$ cat src/rtl/sram_arb_pkg.sv
`default_nettype none
// ============================================================================
// sram_arb_pkg
// ----------------------------------------------------------------------------
// Shared types and helpers for the three-master SRAM arbiter.
//   - state_t      : arbiter state encoding
//   - SLOT_*       : time-slot identifiers (scan / CPU)
//   - lane ranges  : VRAM lane is word[47:32], RAM lane is word[31:0]
//   - lane_merge   : builds the read-modify-write word for a CPU lane write
//   - lane_extract : returns a CPU read lane (VRAM lane zero-extended)
// Revision: 1.0 - initial release
// ============================================================================
package sram_arb_pkg;

  localparam int WORD_W  = 48;
  localparam int VRAM_HI = 47;
  localparam int VRAM_LO = 32;
  localparam int VRAM_W  = 16;
  localparam int RAM_HI  = 31;
  localparam int RAM_LO  = 0;
  localparam int RAM_W   = 32;

  localparam logic SLOT_SCAN = 1'b0;
  localparam logic SLOT_CPU  = 1'b1;

  typedef enum logic [2:0] {
    ST_INIT   = 3'd0,
    ST_IDLE   = 3'd1,
    ST_READ   = 3'd2,
    ST_RMW_RD = 3'd3,
    ST_RMW_WR = 3'd4,
    ST_ACK    = 3'd5
  } state_t;

  // Replace one lane of old_word with CPU write data, keeping the other lane.
  function automatic logic [WORD_W-1:0] lane_merge(
    input logic [WORD_W-1:0] old_word,
    input logic [RAM_W-1:0]  wdata,
    input logic              sel_ram
  );
    if (sel_ram) begin
      return {old_word[VRAM_HI:VRAM_LO], wdata};
    end
    return {wdata[VRAM_W-1:0], old_word[RAM_HI:RAM_LO]};
  endfunction

  // Pick the CPU-visible lane of a word; the VRAM lane is zero-extended.
  function automatic logic [RAM_W-1:0] lane_extract(
    input logic [WORD_W-1:0] word,
    input logic              sel_ram
  );
    if (sel_ram) begin
      return word[RAM_HI:RAM_LO];
    end
    return {{(RAM_W-VRAM_W){1'b0}}, word[VRAM_HI:VRAM_LO]};
  endfunction

endpackage
`default_nettype wire

$ cat src/rtl/sram_arbiter_loader.sv
`default_nettype none
// ============================================================================
// sram_init_loader
// ----------------------------------------------------------------------------
// Power-up copier: streams INIT_WORDS words from a 1-cycle-latency ROM into
// SRAM. Counter c addresses the ROM; the word returned for c-1 is written to
// SRAM address c-1 in the cycle where the counter reads c.
// Ports:
//   clk, rst    : clock, synchronous active-high reset
//   rom_addr    : ROM address (= c)
//   rom_data    : ROM data, valid one cycle after rom_addr
//   init_we     : SRAM write strobe request for this cycle
//   init_addr   : SRAM write address (= c-1)
//   init_wdata  : SRAM write data (= rom_data)
//   init_last   : this cycle carries the final write
//   init_done   : registered, high once the copy has finished
// Revision: 1.0 - initial release
// ============================================================================
module sram_init_loader #(
  parameter int ADDR_W     = 20,
  parameter int DATA_W     = 48,
  parameter int INIT_WORDS = 307200
) (
  input  logic              clk,
  input  logic              rst,
  output logic [ADDR_W-1:0] rom_addr,
  input  logic [DATA_W-1:0] rom_data,
  output logic              init_we,
  output logic [ADDR_W-1:0] init_addr,
  output logic [DATA_W-1:0] init_wdata,
  output logic              init_last,
  output logic              init_done
);

  localparam logic [ADDR_W-1:0] LAST_C = ADDR_W'(INIT_WORDS);

  logic [ADDR_W-1:0] c;

  // c stops at INIT_WORDS so it never runs past the image.
  always_ff @(posedge clk) begin
    if (rst) begin
      c         <= '0;
      init_done <= 1'b0;
    end else if (!init_done) begin
      if (c == LAST_C) begin
        init_done <= 1'b1;
      end else begin
        c <= c + ADDR_W'(1);
      end
    end
  end

  assign rom_addr   = c;
  assign init_we    = !init_done && (c != '0);
  assign init_addr  = c - ADDR_W'(1);
  assign init_wdata = rom_data;
  assign init_last  = !init_done && (c == LAST_C);

endmodule
`default_nettype wire

$ cat src/rtl/sram_arbiter.sv
`default_nettype none
// ============================================================================
// sram_arbiter
// ----------------------------------------------------------------------------
// Time-slotted controller sharing one 48-bit asynchronous SRAM between the
// power-up loader, the VGA scan port (VRAM lane [47:32]) and the CPU port
// (RAM lane [31:0] or VRAM lane). After init, cycles alternate scan / CPU.
// CPU writes are read-modify-write so the untouched lane is preserved.
// Ports:
//   clk_50mhz, rst         : clock, synchronous active-high reset
//   cpu_req/we/sel_ram     : CPU request, held until cpu_ready
//   cpu_addr, cpu_wdata    : CPU address / write data (sampled at accept)
//   cpu_rdata, cpu_ready   : CPU read data, one-cycle completion pulse
//   scan_addr              : VGA scan address (used during scan slots)
//   scan_data, scan_valid  : last scan VRAM lane and its update pulse
//   rom_addr, rom_data     : init ROM interface (1-cycle latency)
//   init_done              : loader finished
//   sram_*                 : SRAM pins; DQ tristate lives in the top level
// Revision: 1.0 - initial release
// ============================================================================
module sram_arbiter
  import sram_arb_pkg::*;
#(
  parameter int ADDR_W     = 20,
  parameter int DATA_W     = 48,
  parameter int INIT_WORDS = 307200
) (
  input  logic              clk_50mhz,
  input  logic              rst,
  input  logic              cpu_req,
  input  logic              cpu_we,
  input  logic              cpu_sel_ram,
  input  logic [ADDR_W-1:0] cpu_addr,
  input  logic [31:0]       cpu_wdata,
  output logic [31:0]       cpu_rdata,
  output logic              cpu_ready,
  input  logic [ADDR_W-1:0] scan_addr,
  output logic [15:0]       scan_data,
  output logic              scan_valid,
  output logic [ADDR_W-1:0] rom_addr,
  input  logic [DATA_W-1:0] rom_data,
  output logic              init_done,
  output logic [ADDR_W-1:0] sram_addr,
  output logic [DATA_W-1:0] sram_wdata,
  output logic              sram_drive,
  input  logic [DATA_W-1:0] sram_rdata,
  output logic              sram_ce_n,
  output logic              sram_oe_n,
  output logic              sram_we_n
);

  state_t            state;
  logic              slot;
  logic [ADDR_W-1:0] lat_addr;
  logic              lat_sel;
  logic [31:0]       lat_wdata;
  logic [DATA_W-1:0] merge_word;

  logic              init_we;
  logic [ADDR_W-1:0] init_addr;
  logic [DATA_W-1:0] init_wdata;
  logic              init_last;

  sram_init_loader #(
    .ADDR_W     (ADDR_W),
    .DATA_W     (DATA_W),
    .INIT_WORDS (INIT_WORDS)
  ) u_loader (
    .clk        (clk_50mhz),
    .rst        (rst),
    .rom_addr   (rom_addr),
    .rom_data   (rom_data),
    .init_we    (init_we),
    .init_addr  (init_addr),
    .init_wdata (init_wdata),
    .init_last  (init_last),
    .init_done  (init_done)
  );

  // --------------------------------------------------------------------------
  // Control FSM and registered outputs. The SRAM is asynchronous, so every
  // access completes within its slot and read data is captured at the edge
  // that ends the slot.
  // --------------------------------------------------------------------------
  always_ff @(posedge clk_50mhz) begin
    if (rst) begin
      state      <= ST_INIT;
      slot       <= SLOT_SCAN;
      lat_addr   <= '0;
      lat_sel    <= 1'b0;
      lat_wdata  <= '0;
      merge_word <= '0;
      cpu_rdata  <= '0;
      cpu_ready  <= 1'b0;
      scan_data  <= '0;
      scan_valid <= 1'b0;
    end else begin
      cpu_ready  <= 1'b0;
      scan_valid <= 1'b0;

      // Slot stays on scan through init so the first post-init cycle is scan.
      if (state == ST_INIT) begin
        slot <= SLOT_SCAN;
      end else begin
        slot <= ~slot;
      end

      if ((state != ST_INIT) && (slot == SLOT_SCAN)) begin
        scan_data  <= sram_rdata[VRAM_HI:VRAM_LO];
        scan_valid <= 1'b1;
      end

      case (state)
        ST_INIT: begin
          if (init_last) begin
            state <= ST_IDLE;
          end
        end

        // The request type is encoded in the next state, so cpu_we needs
        // no latch of its own.
        ST_IDLE: begin
          if (cpu_req) begin
            lat_addr  <= cpu_addr;
            lat_sel   <= cpu_sel_ram;
            lat_wdata <= cpu_wdata;
            state     <= cpu_we ? ST_RMW_RD : ST_READ;
          end
        end

        ST_READ: begin
          if (slot == SLOT_CPU) begin
            cpu_rdata <= lane_extract(sram_rdata, lat_sel);
            cpu_ready <= 1'b1;
            state     <= ST_ACK;
          end
        end

        ST_RMW_RD: begin
          if (slot == SLOT_CPU) begin
            merge_word <= lane_merge(sram_rdata, lat_wdata, lat_sel);
            state      <= ST_RMW_WR;
          end
        end

        ST_RMW_WR: begin
          if (slot == SLOT_CPU) begin
            cpu_ready <= 1'b1;
            state     <= ST_ACK;
          end
        end

        // cpu_ready is high during this state; a still-asserted cpu_req is
        // only looked at again once back in IDLE.
        ST_ACK: begin
          state <= ST_IDLE;
        end

        default: begin
          state <= ST_INIT;
        end
      endcase
    end
  end

  // --------------------------------------------------------------------------
  // SRAM pin mux. Writes and reads are mutually exclusive per cycle, so DQ
  // drive and OE can never overlap.
  // --------------------------------------------------------------------------
  always_comb begin
    sram_addr  = lat_addr;
    sram_wdata = merge_word;
    sram_we_n  = 1'b1;
    sram_oe_n  = 1'b1;
    if (state == ST_INIT) begin
      if (init_we) begin
        sram_addr  = init_addr;
        sram_wdata = init_wdata;
        sram_we_n  = 1'b0;
      end
    end else if (slot == SLOT_SCAN) begin
      sram_addr = scan_addr;
      sram_oe_n = 1'b0;
    end else begin
      case (state)
        ST_READ, ST_RMW_RD: sram_oe_n = 1'b0;
        ST_RMW_WR:          sram_we_n = 1'b0;
        default:            sram_oe_n = 1'b1;
      endcase
    end
  end

  assign sram_drive = ~sram_we_n;
  assign sram_ce_n  = 1'b0;

endmodule
`default_nettype wire

$ cat config.mk
export PLATFORM = sky130hd
export DESIGN_NAME = sram_arbiter
export DESIGN_NICKNAME = d
export VERILOG_FILES = /design/src/rtl/sram_arb_pkg.sv /design/src/rtl/sram_arbiter_loader.sv /design/src/rtl/sram_arbiter.sv
export SDC_FILE = /design/constraint.sdc
export NUM_CORES = 1
export LEC_CHECK = 0
export ABC_CLOCK_PERIOD_IN_PS = 2400
export BUFFER_PORTS_ARGS = -buffer_cell sky130_fd_sc_hd__buf_2
export CAP_MARGIN = 20
export CORE_MARGIN = 8
export CORE_UTILIZATION = 25
export DETAILED_ROUTE_END_ITERATION = 12
export GPL_TIMING_DRIVEN = 0
export SKIP_LAST_GASP = 1
export SYNTH_ARGS = -nofsm -noshare
export SYNTH_HDL_FRONTEND = slang
export SYNTH_SLANG_ARGS = --single-unit
$ cat constraint.sdc
create_clock -name clk_50mhz -period 2.4 [get_ports clk_50mhz]
set_clock_uncertainty 0.15 [all_clocks]
set_input_delay 0.36 -clock clk_50mhz [delete_from_list [all_inputs] [get_ports clk_50mhz]]
set_output_delay 0.36 -clock clk_50mhz [all_outputs]
set_load 0.01 [all_outputs]
# --- Word-level counts from Yosys, hierarchy flattened ---
# Cells that the tools add are included.
# W data, S select, Z words.
word_totals:
  regBits: 176
  inputBits: 173
classes:
  addsub: 2
  n_eq_ne: 10
  n_mux: 32
  bitwise: 5
  n_reduce_logical: 16
ops:
  columns: ["operator", "n"]
  rows:
  - ["$mux W48", 4]
  - ["$mux W32", 2]
  - ["$mux W20", 3]
  - ["$add A20 B1 Y20 const B", 1]
  - ["$eq A20 B19 Y1 const B", 1]
  - ["$reduce_bool A20 Y1", 1]
  - ["$sub A20 B1 Y20 const B", 1]
  - ["$mux W1", 18]
  - ["$pmux W3 S5", 1]
  - ["$mux W3", 4]
  - ["$reduce_and A2 Y1", 4]
  - ["$reduce_or A2 Y1", 4]
  - ["$eq A3 B2 Y1 const B", 2]
  - ["$eq A3 B3 Y1 const B", 2]
  - ["$ne A2 B2 Y1 const B", 3]
  - ["$not A1 Y1", 5]
  - ["$reduce_and A4 Y1", 1]
  - ["$eq A3 B1 Y1 const B", 1]
  - ["$logic_and A1 B1 Y1", 3]
  - ["$logic_not A3 Y1", 1]
  - ["$reduce_bool A3 Y1", 1]
  - ["$ne A2 B1 Y1 const B", 1]
  - ["$logic_not A1 Y1", 1]

# --- Logic depth before layout (Yosys ltp) ---
depth:
  word_depth: 5
  depth_mapped: 10
  ltp_nobuf: 7

# --- Modules after synthesis ---
# A second synthesis with hierarchy kept.
hier_totals:
  hier_cells: 1036
  area_unflattened_um2: 8983.6
by_module_without_submodules:
  columns: ["mod", "n_inst", "cells_each", "area_each_um2"]
  rows:
  - ["sram_arbiter", 1, 802, 7135.6]
  - ["sram_init_loader", 1, 234, 1848.0]

# --- Least setup slack after synthesis ---
# OpenSTA, ideal clock, no wires.
synth_timing:
  path_kind: "flip-flop to output port"
  start: "register u_loader.c[0] (netlist: u_loader.rom_addr[0])"
  end: "output port sram_addr[2]"
  arrival_time_ns: 2.148
  required_time_ns: 1.890
  setup_slack_ns: -0.258
  stages_incl_launch_ff: 10
  path_buffers: 2
  cell_sequence: "dfxtp_1 > inv_1 > ha_1 > or4b_1 > buf_2 > o21ai_2 > a21boi_2 > buf_6 > nor2_1 > a221o_1"
synth_between:
  elab_chain_len: 4
  word_cells_on_any_way: 5
  cone_classes: "add/sub (1); mux (2); reduce/logical (2)"
synth_rtl:
  columns: ["element", "line_no", "rtl"]
  rows:
  - ["start: declaration", "sram_arbiter_loader.sv:37", "logic [ADDR_W-1:0] c;"]
  - ["start signal: assignment", "sram_arbiter_loader.sv:48", "c <= c + ADDR_W'(1);"]
  - ["branches (longest 2 deep; another with $sub A20 B1 Y20)", null, null]
  - ["$mux W20 (*)", "sram_arbiter.sv:176", "if (init_we) begin"]
  - ["$mux W20 (*)", "sram_arbiter.sv:175", "if (state == ST_INIT) begin"]
  - ["end: declaration", "sram_arbiter.sv:43", "output logic [ADDR_W-1:0] sram_addr,"]
# Mark *: on every way between the ends.

# --- Worst setup path after layout ---
layout_timing:
  start: "register u_loader.c[19] (netlist: u_loader.rom_addr[19])"
  end: "output port sram_addr[8]"
layout_between:
  elab_chain_len: 4
layout_rtl:
  columns: ["element", "line_no", "rtl"]
  rows:
  - ["$reduce_bool A20 Y1", "sram_arbiter_loader.sv:54", "assign init_we = !init_done && (c != '0);"]
  - ["$logic_and A1 B1 Y1", "sram_arbiter_loader.sv:54", null]
  - ["$mux W20", "sram_arbiter.sv:176", null]
  - ["$mux W20", "sram_arbiter.sv:175", null]
# Every way passes these cells.

==> metrics.txt <==
Synth top area share=0.4202; Synth Area in Simple Gates=0.2572; hpwl dp=29.53 mm; failing checks=negative setup slack; core area=0.03328 sq mm; final hold vios=0; XOR/XNOR share of the synthesized area=0.03342; CTS tree=built; status=complete, but fails checks; layout cells sized above 1=0.3197; final-report max-slew violation count=0; largest net degree at the start of global routing=17; clock buffer depth=2; Starting Density=0.2520; post-synthesis mux area share=0.08132; Seq pwr share=0.339; biggest area consumer among synthesized cells=dfxtp_1; combinational share of power=0.330; final setup margin=-0.7070 ns; total track usage=0.1837; Hold Worst Slack=0.02220 ns; Avg WL per Cell=19.71 microns; initial antenna violation count=2; Worst-path clk slew=0.07 ns; port bufs=313; Worst-Skew Late Latency=0.43 ns; Mapped Nets=1,289; number of synthesis warnings=0; switching power share of the total=0.3394; combinational family with the most area after synthesis=simple AND/OR/NAND/NOR gates; vias in the first global route=8,953; Yosys cell types=49; Leak=4.965 nW; CTS H-tree lvls=4; internal power=6.119 mW; global-route wire length before repair=54.25 mm; Layout Nets=1,648; Final setup viols=70; max frequency=321.9 MHz; Seq/Total Area, Yosys=0.4202; DIE AREA=0.03966 sq mm; Synth Area in Adders=0.002984; vias per inst=4.711; pre-CTS WS=-1.367 ns; GR Overflow Total=0; Util after Layout=0.3605; Iter 0 DRT Violations=483; crit path kind=flop to output port; crit path DAT=2.60 ns; Async SR Flop Fraction=0; pwr dens=772.1 mW/mm^2; net load switching power=3.144 mW; antenna viol nets, final=0; DRC violation count after routing=0; syn_area_per_cell=7.527 sq um; CTS root buffer=clkbuf_16; Hold Path Origin=cpu_addr[7]; CTS Buf Count=17; max_slew headroom=0.3518; Final min period=3.107 ns; power after layout=9.263 mW; Setup crit start kind=flop; Post-Route WL=38.17 mm; die extent in y=199.1 microns; CTS sink count=176; Compound-Gate Fraction of Synth Area=0.1526; crit path capture type=output port; RSZ-0062 raised after global routing=true; VDD IR max=0.4757 mV; RR Startpoint=u_loader.rom_addr[2]$_SDFFE_PP0P_; FF+latch count, synth=176; Via Count=9,121; worst-margin pin slew=0.9724 ns; EDFF count, synth=0; Ports=316; worst setup path startpoint=u_loader.rom_addr[19]$_SDFFE_PP0P_; Layout area overhead=43.08%; max cap viols=0; # rows=67; crit path max fanout=8; dominant synthesized flop cell=dfxtp_1; Mapped Cells=1,114; Pre-antenna DRT Iters=5; Req. time, crit path=1.89 ns; Clock Power Share=0.330; GPL Wtd Cong=0.8692; Syn Std Cell Area=0.008386 sq mm; Die W=199.1 microns; Final period util=1.295; Hold WC Path Type=input pin to flop; top cells by area, synth=dfxtp_1 (42%), nand2_1 (14%), mux2i_1 (8.0%)
-- power by group through the flow --
stage	clock [mW]	sequential (mW)	combinational (mW)
after floorplan	0	3.21	1.40
after global placement	0	3.19	2.59
after detailed placement	0	3.19	2.62
after CTS	3.15	3.14	3.10
after global routing	3.24	3.16	3.30
final	3.06	3.14	3.06
-- final timing paths --
check / cells after the start / end / slack (ns)
setup / recovery: 8 / sram_addr[8] / -0.71
hold / removal: 3 / lat_addr[7]$_SDFFE_PP0P_ / 0.02
setup reg to reg: 8 / u_loader.rom_addr[2]$_SDFFE_PP0P_ / 0.08
hold reg to reg: 2 / lat_wdata[24]$_SDFFE_PP0P_ / 0.30
-- cells by family (layout without fill, tap and decap cells) --
logic type / after synthesis / count (layout)
buffers and inverters: 107 / 479
and+or+nand+nor: 524 / 524
AOI/OAI and AO/OA: 204 / 204
adders and majority gates: 2 / 2
DFF: 176 / 176
xor gates and xnor gates: 32 / 32
other: 1 / 3
muxes: 68 / 68
-- synthesized netlist by cell type, types with 4 or more instances --
| cell | instances |
|---|---|
| buf_2 | 5 |
| dfxtp_1 | 176 |
| nand2_1 | 320 |
| and3_1 | 4 |
| buf_4 | 5 |
| o22ai_1 | 8 |
| mux2i_1 | 67 |
| o21ai_0 | 5 |
| inv_1 | 10 |
| nand3_1 | 29 |
| nor3_1 | 13 |
| xnor2_1 | 16 |
| clkbuf_1 | 77 |
| a21oi_1 | 101 |
| xor2_1 | 16 |
| nand4_1 | 6 |
| buf_1 | 9 |
| a211oi_1 | 68 |
| or4_1 | 5 |
| nor2_1 | 121 |
| a221o_1 | 5 |
| nor4_1 | 8 |
-- area by class of cell --
cell class                      instances  area, sq um
Inverter                               10        40.04
Tap cell                              448        560.5
Antenna cell                            2        5.005
Sequential cell                       176         3541
Timing Repair Buffer                  357         1994
Buffer                                 80        491.7
Clock inverter                          8        153.9
Clock buffer                           24        471.7
Fill cell                            3535        21280
Multi-Input combinational cell        831         4740
-- cells in the final DEF, fill, tap and decap left out, types with 6 or more instances in the layout --
master	instances
nand4_1	6
clkbuf_8	7
nand2_1	317
buf_2	315
a211oi_1	65
buf_6	10
nor2_1	111
clkbuf_1	39
inv_1	7
dfxtp_2	8
a21oi_1	97
nor3_1	8
dlygate4sd3_1	19
mux2i_1	67
clkbuf_16	17
nand3_1	26
nor2_2	7
clkbuf_2	18
buf_4	23
xnor2_1	16
xor2_1	16
dfxtp_1	166
-- critical path, cell delays in order (launching register included) --
cell and delay [ns]:
dfxtp_1 0.42, or4_4 0.62, o21ai_4 0.17, a21boi_4 0.28
buf_8 0.19, buf_6 0.12, nand3_2 0.05, nand3b_1 0.14
buf_2 0.16
-- routing by layer --
layer  GRT usage  wire length, microns  up-vias
met5           0                    20        -
met4     0.06506                  1031        4
met3     0.03705                  2308       54
met2      0.3073                 18270      308
met1      0.2316                 16530     4268
li1            -                     -     4487
-- sequential cells by signal, summed over array words and instances (netlist names), 3 cells and up --
name and flops:
state 3, cpu_rdata 32, lat_addr 20, scan_data 16
lat_wdata 32, merge_word 48, u_loader.rom_addr 20
-- per-stage QoR --
step / instance area [sq um] / TNS [ns] / cells
3_5_place_dp: 10610 / -100.58 / 1877
4_1_cts: 11950 / -45.59 / 1937
3_3_place_gp: 10580 / -101.88 / 1875
6_report: 12000 / -44.40 / 1936
2_1_floorplan: 8456 / -2.533 / 1114
5_1_grt: 11990 / -50.90 / 1934
-- timing repair --
item	in CTS	in global routing
cloned	1	0
hold endpoints to repair	19	0
buffers inserted	22	1
resized for setup	114	39
endpoints found under the setup margin	219	184
hold buffers	19	0
pin swaps	15	6
Note: power is estimated with default switching activity, not from simulation.
